===== src/rtl/motor_pkg.sv =====
// Shared motor-control definitions: phase-state encoding, command bit positions
// and the dead-time counter width used by the gate_deadtime block.
package motor_pkg;

  localparam int CNT_W  = 8;
  localparam int CMD_EN = 0;
  localparam int CMD_HI = 1;

  localparam logic [1:0] ST_OFF   = 2'd0;
  localparam logic [1:0] ST_HI_ON = 2'd1;
  localparam logic [1:0] ST_LO_ON = 2'd2;
  localparam logic [1:0] ST_DEAD  = 2'd3;

  // Maps a 2-bit phase command onto the state it asks the phase to reach.
  function automatic logic [1:0] cmd_to_state(input logic [1:0] cmd);
    logic [1:0] st;
    if (!cmd[CMD_EN]) begin
      st = ST_OFF;
    end else if (cmd[CMD_HI]) begin
      st = ST_HI_ON;
    end else begin
      st = ST_LO_ON;
    end
    return st;
  endfunction

endpackage


===== src/rtl/gate_deadtime_phase.sv =====
// One inverter leg: request decode, OFF/HI_ON/LO_ON/DEAD state machine,
// 8-bit dead counter and registered high/low gate enables.
module gate_deadtime_phase
  import motor_pkg::*;
#(
  parameter int DEAD_CYCLES = 8
) (
  input  logic       clk,
  input  logic       rst_n,
  input  logic [1:0] i_cmd,
  input  logic       i_force,
  output logic       o_gate_h,
  output logic       o_gate_l
);

  localparam logic [CNT_W-1:0] DEAD_LOAD = CNT_W'(DEAD_CYCLES - 1);

  logic [1:0]       r_state;
  logic [CNT_W-1:0] r_cnt;
  logic             r_gate_h;
  logic             r_gate_l;

  logic [1:0]       w_req;
  logic [1:0]       w_state_nxt;
  logic [CNT_W-1:0] w_cnt_nxt;

  assign w_req = cmd_to_state(i_cmd);

  // NOTE: every always_comb output gets a default first so no path leaves it
  // unassigned; otherwise synthesis infers a latch.
  always_comb begin
    w_state_nxt = r_state;
    w_cnt_nxt   = r_cnt;
    if (i_force) begin
      w_state_nxt = ST_DEAD;
      w_cnt_nxt   = DEAD_LOAD;
    end else begin
      case (r_state)
        ST_OFF: begin
          w_state_nxt = w_req;
        end
        ST_HI_ON, ST_LO_ON: begin
          // Any change, including turn-off, goes through a full dead interval.
          if (w_req != r_state) begin
            w_state_nxt = ST_DEAD;
            w_cnt_nxt   = DEAD_LOAD;
          end
        end
        default: begin
          if (r_cnt != '0) begin
            w_cnt_nxt = r_cnt - CNT_W'(1);
          end else begin
            w_state_nxt = w_req;
          end
        end
      endcase
    end
  end

  // NOTE: sequential state uses non-blocking assignments so every flop samples
  // the pre-edge values, independent of statement order.
  always_ff @(posedge clk or negedge rst_n) begin
    if (!rst_n) begin
      r_state  <= ST_DEAD;
      r_cnt    <= DEAD_LOAD;
      r_gate_h <= 1'b0;
      r_gate_l <= 1'b0;
    end else begin
      r_state  <= w_state_nxt;
      r_cnt    <= w_cnt_nxt;
      r_gate_h <= (w_state_nxt == ST_HI_ON);
      r_gate_l <= (w_state_nxt == ST_LO_ON);
    end
  end

  assign o_gate_h = r_gate_h;
  assign o_gate_l = r_gate_l;

endmodule


===== src/rtl/gate_deadtime.sv =====
// Three-phase gate-drive conditioner with guaranteed both-off dead time.
// Optional trip input and sticky fault latch are built when DEADTIME_FAULT_EN is defined.
module gate_deadtime
  import motor_pkg::*;
#(
  parameter int DEAD_CYCLES = 8
) (
  input  logic       CLK,
  input  logic       RST,
  input  logic [1:0] A,
  input  logic [1:0] B,
  input  logic [1:0] C,
`ifdef DEADTIME_FAULT_EN
  input  logic       FAULT,
  input  logic       FAULT_CLR,
  output logic       FAULT_LATCHED,
`endif
  output logic [2:0] GATE_H,
  output logic [2:0] GATE_L
);

  logic [2:0][1:0] r_cmd;
  logic            w_force;

  // Commands arrive from another clock domain; register them before decode.
  always_ff @(posedge CLK or negedge RST) begin
    if (!RST) begin
      r_cmd <= '0;
    end else begin
      r_cmd <= {C, B, A};
    end
  end

`ifdef DEADTIME_FAULT_EN
  logic r_fault_meta;
  logic r_fault_sync;
  logic r_fault_latched;

  always_ff @(posedge CLK or negedge RST) begin
    if (!RST) begin
      r_fault_meta    <= 1'b0;
      r_fault_sync    <= 1'b0;
      r_fault_latched <= 1'b0;
    end else begin
      r_fault_meta <= FAULT;
      r_fault_sync <= r_fault_meta;
      // A live trip overrides a simultaneous clear.
      if (r_fault_sync) begin
        r_fault_latched <= 1'b1;
      end else if (FAULT_CLR) begin
        r_fault_latched <= 1'b0;
      end
    end
  end

  assign w_force       = r_fault_sync | r_fault_latched;
  assign FAULT_LATCHED = r_fault_latched;
`else
  assign w_force = 1'b0;
`endif

  for (genvar g = 0; g < 3; g++) begin : g_phase
    gate_deadtime_phase #(
      .DEAD_CYCLES (DEAD_CYCLES)
    ) u_phase (
      .clk      (CLK),
      .rst_n    (RST),
      .i_cmd    (r_cmd[g]),
      .i_force  (w_force),
      .o_gate_h (GATE_H[g]),
      .o_gate_l (GATE_L[g])
    );
  end

endmodule

===== config.mk =====
export PLATFORM = sky130hd
export DESIGN_NAME = gate_deadtime
export DESIGN_NICKNAME = d
export VERILOG_FILES = /design/src/rtl/motor_pkg.sv /design/src/rtl/gate_deadtime_phase.sv /design/src/rtl/gate_deadtime.sv
export SDC_FILE = /design/constraint.sdc
export NUM_CORES = 1
export LEC_CHECK = 0
export CAP_MARGIN = 25
export CORE_UTILIZATION = 58
export DETAILED_ROUTE_END_ITERATION = 12
export PLACE_DENSITY = 0.88
export SKIP_LAST_GASP = 1
export SLEW_MARGIN = 5
export SYNTH_ARGS = -nofsm -noshare
export SYNTH_HDL_FRONTEND = slang
export SYNTH_SLANG_ARGS = --single-unit

===== constraint.sdc =====
create_clock -name CLK -period 4.9 [get_ports CLK]
set_input_delay 1.47 -clock CLK [delete_from_list [all_inputs] [get_ports CLK]]
set_output_delay 1.47 -clock CLK [all_outputs]
set_load 0.005 [all_outputs]

# Yosys cells after proc, flatten, opt, wreduce, memory -nomap -nowiden
# Index checks and enable logic that the tools add are counted.
totals:
  register_bits: 42
  inputBits: 8
  output_inout_bits: 6
  wordCells: 78
classes:
  add_sub_neg: 3
  n_eq_ne: 18
  mux: 24
  n_bitwise: 3
  reduce_logical: 15
op_table:
  columns: ["op", "count"]
  rows:
  - ["$mux W8", 6]
  - ["$pmux W8 S2", 3]
  - ["$mux W2", 12]
  - ["$reduce_bool A8 Y1", 3]
  - ["$sub A8 B1 Y8 const B", 3]
  - ["$eq A2 B1 Y1 const B", 6]
  - ["$eq A2 B2 Y1 const B", 6]
  - ["$pmux W2 S2", 3]
  - ["$reduce_and A3 Y1", 3]
  - ["$logic_not A2 Y1", 3]
  - ["$ne A2 B1 Y1 const B", 3]
  - ["$ne A2 B2 Y1", 3]
  - ["$reduce_bool A2 Y1", 3]
  - ["$reduce_or A2 Y1", 3]
  - ["$not A1 Y1", 3]

# Depth between registers and ports, before layout
# Gate-level depths: netlist (run 1).
depth:
  word_depth: 6
  mapped_depth: 8
  depth_no_buf: 7

# Hierarchy
# A second synthesis (run 1) with hierarchy kept.
hier_totals:
  hier_cells: 250
  hier_area_um2: 2432.3
by_module_without_submodules:
  columns: ["module", "instances", "cells_each", "area_each_um2", "seq_area_each_um2"]
  rows:
  - ["gate_deadtime_phase", 3, 81, 759.5, 306.5]
  - ["gate_deadtime", 1, 7, 153.9, 150.1]

# Least setup slack after synthesis (run 1)
# OpenSTA, ideal clock, no wires.
synth_path:
  path_kind: "register to register"
  from: "register g_phase[2].u_phase.r_cnt[0]"
  to: "register g_phase[2].u_phase.r_gate_l"
  setup_ns: 0.125
  arrival_ns: 2.218
  required_time_ns: 4.775
  path_slack_ns: 2.557
  stages_incl_launch_ff: 8
  path_buffers: 0
  synth_period_minus_slack_ns: 2.343
  cell_sequence: "dfstp_2 inv_1 ha_1 or4b_4 or4_4 mux2_4 mux2_4 nor2b_1"
synth_via:
  elab_chain_len: 4
synth_lines:
  columns: ["item", "line_no", "rtl"]
  rows:
  - ["from (decl)", "gate_deadtime_phase.sv:19", "logic [CNT_W-1:0] r_cnt;"]
  - ["from (signal assigned)", "gate_deadtime_phase.sv:70", "r_cnt <= w_cnt_nxt;"]
  - ["$reduce_bool A8 Y1", "gate_deadtime_phase.sv:50", "if (r_cnt != '0) begin"]
  - ["$mux W2", "gate_deadtime_phase.sv:50", null]
  - ["$pmux W2 S2", "gate_deadtime_phase.sv:38", "case (r_state)"]
  - ["$eq A2 B2 Y1", "gate_deadtime_phase.sv:72", "r_gate_l <= (w_state_nxt == ST_LO_ON);"]
  - ["to (signal assigned)", "gate_deadtime_phase.sv:72", null]
  - ["to (decl)", "gate_deadtime_phase.sv:21", "logic r_gate_l;"]
# Every way passes these cells.
# A chain may end at the register's enable or synchronous reset.

# Worst setup path after layout (run 1)
layout_path:
  from: "register g_phase[2].u_phase.r_cnt[0]"
  to: "register g_phase[2].u_phase.r_cnt[7]"
layout_via:
  elab_chain_len: 3
  word_cells_on_any_way: 6
  cone_classes: "add/sub: 1; mux: 2; reduce/logical: 3"
layout_lines:
  columns: ["item", "line_no"]
  rows:
  - ["$sub A8 B1 Y8 or $reduce_bool A8 Y1 (tied branches)", "gate_deadtime_phase.sv:51, gate_deadtime_phase.sv:50"]
  - ["$mux W8 or $reduce_bool A2 Y1 (tied branches)", null]
  - ["$pmux W8 S2 or $reduce_and A3 Y1 (tied branches)", null]
# Parallel ways exist; a longest one is shown, timed or not. The select of a mux whose other input is x is not followed.

==> results.ini, run 1 <==
[run_status]
outcome=finished clean

[clock_network]
cts_tree=built
clk_latency_ns=0.30
htree_levels=2
cts_buffers=5
clock_path_buffers=2
cts_sinks=42
cts-root-buf=clkbuf_8
cts_resized=0
cts_hold_buffers=0
path_clk_slew_ns=0.08
cts_setup_buffers=0

[placed_design]
dp_hpwl_um=2730
place_congestion=0.830
port_buffers=13

[critical_path]
end_kind=flop
start_kind=flop
required_ns=5.09
worstPathMaxFanout=11
criticalPathCategory=flop to flop
timing.critical_path.arrival_ns=2.93

[logic_synthesis]
synth_top_cell_by_area=dfrtp_1
synth_top_flop_cell=dfrtp_1
synth_top_area_share_pct=28.8
synth_cell_types=53
async_flop_share_pct=100
syn-num-nets=260
synth-seq-area-share_pct=45.6
yosys-top-cells-area=dfrtp_1 29%, dfstp_2 17%, ha_1 4.8%, inv_1 3.5%, o21ai_0 3.4%
syn_area_per_cell_um2=9.64
synth_edf_count=0
syn_area_um2=2340
synth-seq-cells=42
netlist_instances=243
yosysWarningCount=0

[routing]
dr.pass1.iters=4
ant_nets=0
vias_per_cell=5.96
drcViolationCount=0
drtIter0Drc=128
wl_um=4130
wl_per_cell_um=13.6
vias=1806

[power]
cellLeakagePower_nw=1.14
p_per_area_nw_per_um2=699
finalPower_mw=1.81
vdd_drop_max_mv=0.418

[sta]
hold_viol_final=0
clock_skew_ns=0.00831
finalMaxSlewViolations=0
rsz0062_at_grt=false
relSlewSlack_pct=45.9
setup_viol=0
fmaxAchievable_mhz=365
holdWs_ns=0.501
tns_ns=0
post-route-period-util_pct=55.9
worstMarginPinSlew_ns=0.812
period_minus_slack_ns=2.74

[floorplan]
io_pins=14
num_rows=22
core_um2=3770
initial_core_util_pct=62.1
fp.dieW_um=65.6
design.die.area_um2=4300
dieHeight_um=65.6

[cells_and_area]
drive_gt1_share_pct=13.7
layout_commonest_cell=dfrtp_1
nets=271
fill_cells=284
mostFrequentLayoutCells=27 x dfrtp_1, 22 x inv_1, 20 x nor2_1
diodes=0
area.growth.synth_to_final_pct=10.5

[global_routing]
grt_pass1_wl_um=6820
overflow=0
grt_pass1_vias=1640
track_usage_pct=21.3
grt_start_max_net_pins=43
antenna_found_initial=0

[flow_run]
drv_cap=0

[hold_path]
hold_class=flop to flop

==> layer usage <==
metal  track usage (%)  share of wire (%)  up-vias
li1                  -                  -      894
met1              25.7                 48      867
met2              34.4                 47       38
met3              6.77                4.0        7
met4              10.1                1.5        0
met5                 0                  0        -
==> Yosys cell counts, types with 2 or more instances <==
cell type  number
mux2i_1         3
nand3b_1        4
or2_2           2
a221o_1         5
nand2b_1        3
a22oi_1         3
ha_1            9
o21ai_0        16
buf_4           6
a31oi_1         4
dfstp_2        15
nor3_1          7
a21oi_1        13
dfrtp_1        27
nor4_1          5
clkbuf_1        3
o31ai_1         4
and2_1          4
nor2b_1         9
a311oi_1        3
or3_1           2
inv_1          22
mux2_4          2
o22ai_1         2
nand2_1        17
xnor2_1         2
nand3_1         4
nor2_1         20
a21o_1          3
==> worst paths after layout <==
path                                                              start                                      end  slack (ns)  cells past startpoint
worst max-delay path            g_phase[2].u_phase.r_cnt[0]$_DFFE_PN1P_  g_phase[2].u_phase.r_cnt[7]$_DFFE_PN0P_        2.16                      7
worst min-delay path            g_phase[1].u_phase.r_cnt[1]$_DFFE_PN1P_  g_phase[1].u_phase.r_cnt[1]$_DFFE_PN1P_        0.50                      2
worst max register to register  g_phase[2].u_phase.r_cnt[0]$_DFFE_PN1P_  g_phase[2].u_phase.r_cnt[7]$_DFFE_PN0P_        2.16                      7
worst min register to register  g_phase[1].u_phase.r_cnt[1]$_DFFE_PN1P_  g_phase[1].u_phase.r_cnt[1]$_DFFE_PN1P_        0.50                      2
max in group asynchronous                                           RST  g_phase[0].u_phase.r_state[1]$_DFF_PN1_        3.24                      2
min in group asynchronous                                           RST  g_phase[1].u_phase.r_cnt[3]$_DFFE_PN0P_        1.11                      1
==> power breakdown <==
part           switching [mW]  total (mW)  internal, mW
registers               0.132       0.658         0.527
clock network           0.121       0.235         0.113
logic                   0.515       0.918         0.403
==> critical path, stage by stage (launching register included) <==
cell	delay [ns]
dfstp_2	0.38
inv_1	0.08
ha_1	0.22
or4b_4	0.50
o41a_1	0.38
a21oi_1	0.65
nor4_1	0.12
a221o_1	0.29
==> cells by family (layout without fill, tap and decap cells) <==
| family | count (synthesis) | in the layout | synth area share [%] |
|---|---|---|---|
| and+or+nand+nor | 86 | 86 | 20.1 |
| AOI/OAI and AO/OA | 65 | 65 | 19.1 |
| muxes | 7 | 7 | 3.52 |
| DFF | 42 | 42 | 45.6 |
| adders and majority gates | 9 | 9 | 4.81 |
| buffers and inverters | 32 | 44 | 6.14 |
| xor gates and xnor gates | 2 | 2 | 0.748 |
==> registers in the layout (all words and copies together) (netlist names) <==
signal / flops
g_phase.u_phase.o_gate_h: 3
g_phase.u_phase.o_gate_l: 3
g_phase.u_phase.r_cnt: 24
g_phase.u_phase.r_state: 6
r_cmd: 6
==> final cells by class <==
type / instances / area, um2 / share of cell area (%)
multi-input combinational: 169 / 1130 / 43.6
sequential: 42 / 1070 / 41.3
timing repair buffer: 14 / 153 / 5.89
clock buffer: 6 / 82.6 / 3.19
inverter: 22 / 82.6 / 3.19
tap: 48 / 60.1 / 2.32
clock inverter: 2 / 12.5 / 0.483
==> stage by stage <==
step / std cells / setup WS (ns) / util (%) / area (um2)
6_report: 303 / 2.16 / 68.7 / 2590
5_1_grt: 303 / 2.00 / 68.7 / 2590
4_1_cts: 302 / 2.21 / 67.9 / 2560
3_5_place_dp: 294 / 2.27 / 65.4 / 2470
3_3_place_gp: 294 / 2.33 / 65.4 / 2470
2_1_floorplan: 243 / 2.56 / - / 2340
No activity file was read; power rests on OpenSTA's default activity.
==> run 2, diff against run 1 <==
CORE_UTILIZATION = 53   (was 58)
PLACE_DENSITY = 0.85   (was 0.88)
clock period = 2.3 ns   (was 4.9 ns; I/O delays follow)
==> run 2 against run 1 <==
Net effect: the flow now finishes with violations (negative setup slack); non-clock buffer count up 13; combinational power up 140%; utilization fell by 3.4 points; die area rose by 9.1%; clock skew is 0.0015 ns lower; largest power group unchanged.
==> results.ini, run 2 (synthesized netlist as in run 1, its figures left out) <==
[sta]
setup_viol=1
fmaxAchievable_mhz=432
rsz0062_at_grt=true
period_minus_slack_ns=2.32
relSlewSlack_pct=59.6
post-route-period-util_pct=101
finalMaxSlewViolations=0
setup_ws_ns=-0.0152
worstMarginPinSlew_ns=0.607
hold_viol_final=0
clock_skew_ns=0.00676

[global_routing]
track_usage_pct=19.9
grt_pass1_vias=1676
antenna_found_initial=0
overflow=0
grt_pass1_wl_um=7000
grt_start_max_net_pins=29

[run_status]
violations=negative setup slack
outcome=complete, but fails checks

[routing]
drcViolationCount=0
vias_per_cell=5.77
ant_nets=0
drtIter0Drc=130
dr.pass1.iters=4
wl_um=4260
wl_per_cell_um=13.4
vias=1836

[power]
vdd_drop_max_mv=0.769
finalPower_mw=4.08
cellLeakagePower_nw=1.19
p_per_area_nw_per_um2=1520

[cells_and_area]
reg_top3=g_phase.u_phase.r_cnt x24, g_phase.u_phase.r_state x6, r_cmd x6
nets=284
area.growth.synth_to_final_pct=14.6
largest_register_ff_count=24
fill_cells=316
drive_gt1_share_pct=20.1
layout_commonest_cell=dfrtp_1
diodes=0
top_register=g_phase.u_phase.r_cnt
mostFrequentLayoutCells=27 x dfrtp_1, 20 x inv_1, 20 x nor2_1

[clock_network]
clock_path_buffers=2
cts_sinks=42
cts_buffers=5
clk_latency_ns=0.29
htree_levels=2
cts_tree=built
path_clk_slew_ns=0.08
cts-root-buf=clkbuf_8
cts_hold_buffers=0

[critical_path]
timing.critical_path.arrival_ns=2.49
reg2reg_depth=7
worstPathMaxFanout=4
timing.rr.start=g_phase[2].u_phase.r_cnt[1]$_DFFE_PN1P_
crit_start=g_phase[2].u_phase.r_cnt[1]$_DFFE_PN1P_
start_kind=flop
required_ns=2.48
end_kind=flop
criticalPathCategory=flop to flop

[placed_design]
dp_hpwl_um=3050
pre_cts_ws_ns=-0.0654
place_congestion=0.815
port_buffers=13

[floorplan]
io_pins=14
dieHeight_um=68.5
num_rows=23
fp.dieW_um=68.5
design.die.area_um2=4690
initial_core_util_pct=56.9
core_um2=4120

[flow_run]
drv_cap=0

[hold_path]
hold_class=primary input to async pin

-- run 2: changes by cell type in the layout (fill, tap and decap cells not counted), sizes merged --
cell	previous run	this run
clkinv	1	2
buf	2	15
clkinvlp	1	0
-- run 2: cell type report --
| cell class | count | area (um2) | share of cell area, % |
|---|---|---|---|
| repair buffers | 27 | 230 | 8.57 |
| well taps | 50 | 62.6 | 2.33 |
| clock inverters | 2 | 13.8 | 0.513 |
| inverters | 22 | 82.6 | 3.08 |
| multi-input cells | 169 | 1150 | 43.0 |
| clock buffers | 6 | 72.6 | 2.70 |
| flip-flops and latches | 42 | 1070 | 39.8 |
-- run 2: where the power goes --
group | leakage, nW | switching [mW] | internal [mW]
Sequential | 0.508 | 0.282 | 1.12
Combinational | 0.636 | 1.16 | 1.05
Clock | 0.0452 | 0.246 | 0.214
-- run 2: worst paths after layout --
kind | slack (ns) | to
min in group CLK | 0.50 | g_phase[1].u_phase.r_cnt[1]$_DFFE_PN1P_
worst min-delay path | 0.41 | g_phase[1].u_phase.r_cnt[3]$_DFFE_PN0P_
worst max-delay path | -0.02 | g_phase[2].u_phase.o_gate_l$_DFF_PN0_
worst min register to register | 0.50 | g_phase[1].u_phase.r_cnt[1]$_DFFE_PN1P_
max in group asynchronous | 1.25 | g_phase[2].u_phase.r_cnt[2]$_DFFE_PN1P_
worst max register to register | -0.02 | g_phase[2].u_phase.o_gate_l$_DFF_PN0_
-- run 2: timing repair --
item | in CTS | in global routing
gates cloned | 0 | 0
buffers inserted | 0 | 1
setup endpoints to repair | 2 | 8
gates resized for setup | 1 | 6
-- run 2: per-layer routing --
layer	track usage, %	up-vias	wire [um]	share of wire, %
li1	-	926	-	-
met1	23.9	868	1940	45
met2	34.4	36	2120	50
met3	4.61	6	152	3.6
met4	7.55	0	53	1.2
met5	0	-	0	0
-- run 2: through the flow --
step / hold slack [ns] / TNS, ns / utilization [%] / area [um2] / std cells
after floorplan: 0.394 / -0.0360 / - / 2350 / 243
after global placement: 0.488 / -0.0129 / 62.5 / 2570 / 309
after detailed placement: 0.493 / -0.0725 / 62.5 / 2570 / 309
after CTS: 0.419 / -0.0635 / 64.6 / 2660 / 317
after global routing: 0.444 / -0.0739 / 65.2 / 2690 / 318
final: 0.409 / -0.0152 / 65.2 / 2690 / 318
-- run 2: critical path: stages (launching register included) --
cell,delay [ns]
dfstp_2,0.38
inv_2,0.07
ha_4,0.12
or4b_4,0.46
or4_4,0.46
mux2_4,0.31
mux2_4,0.27
nor2b_1,0.13
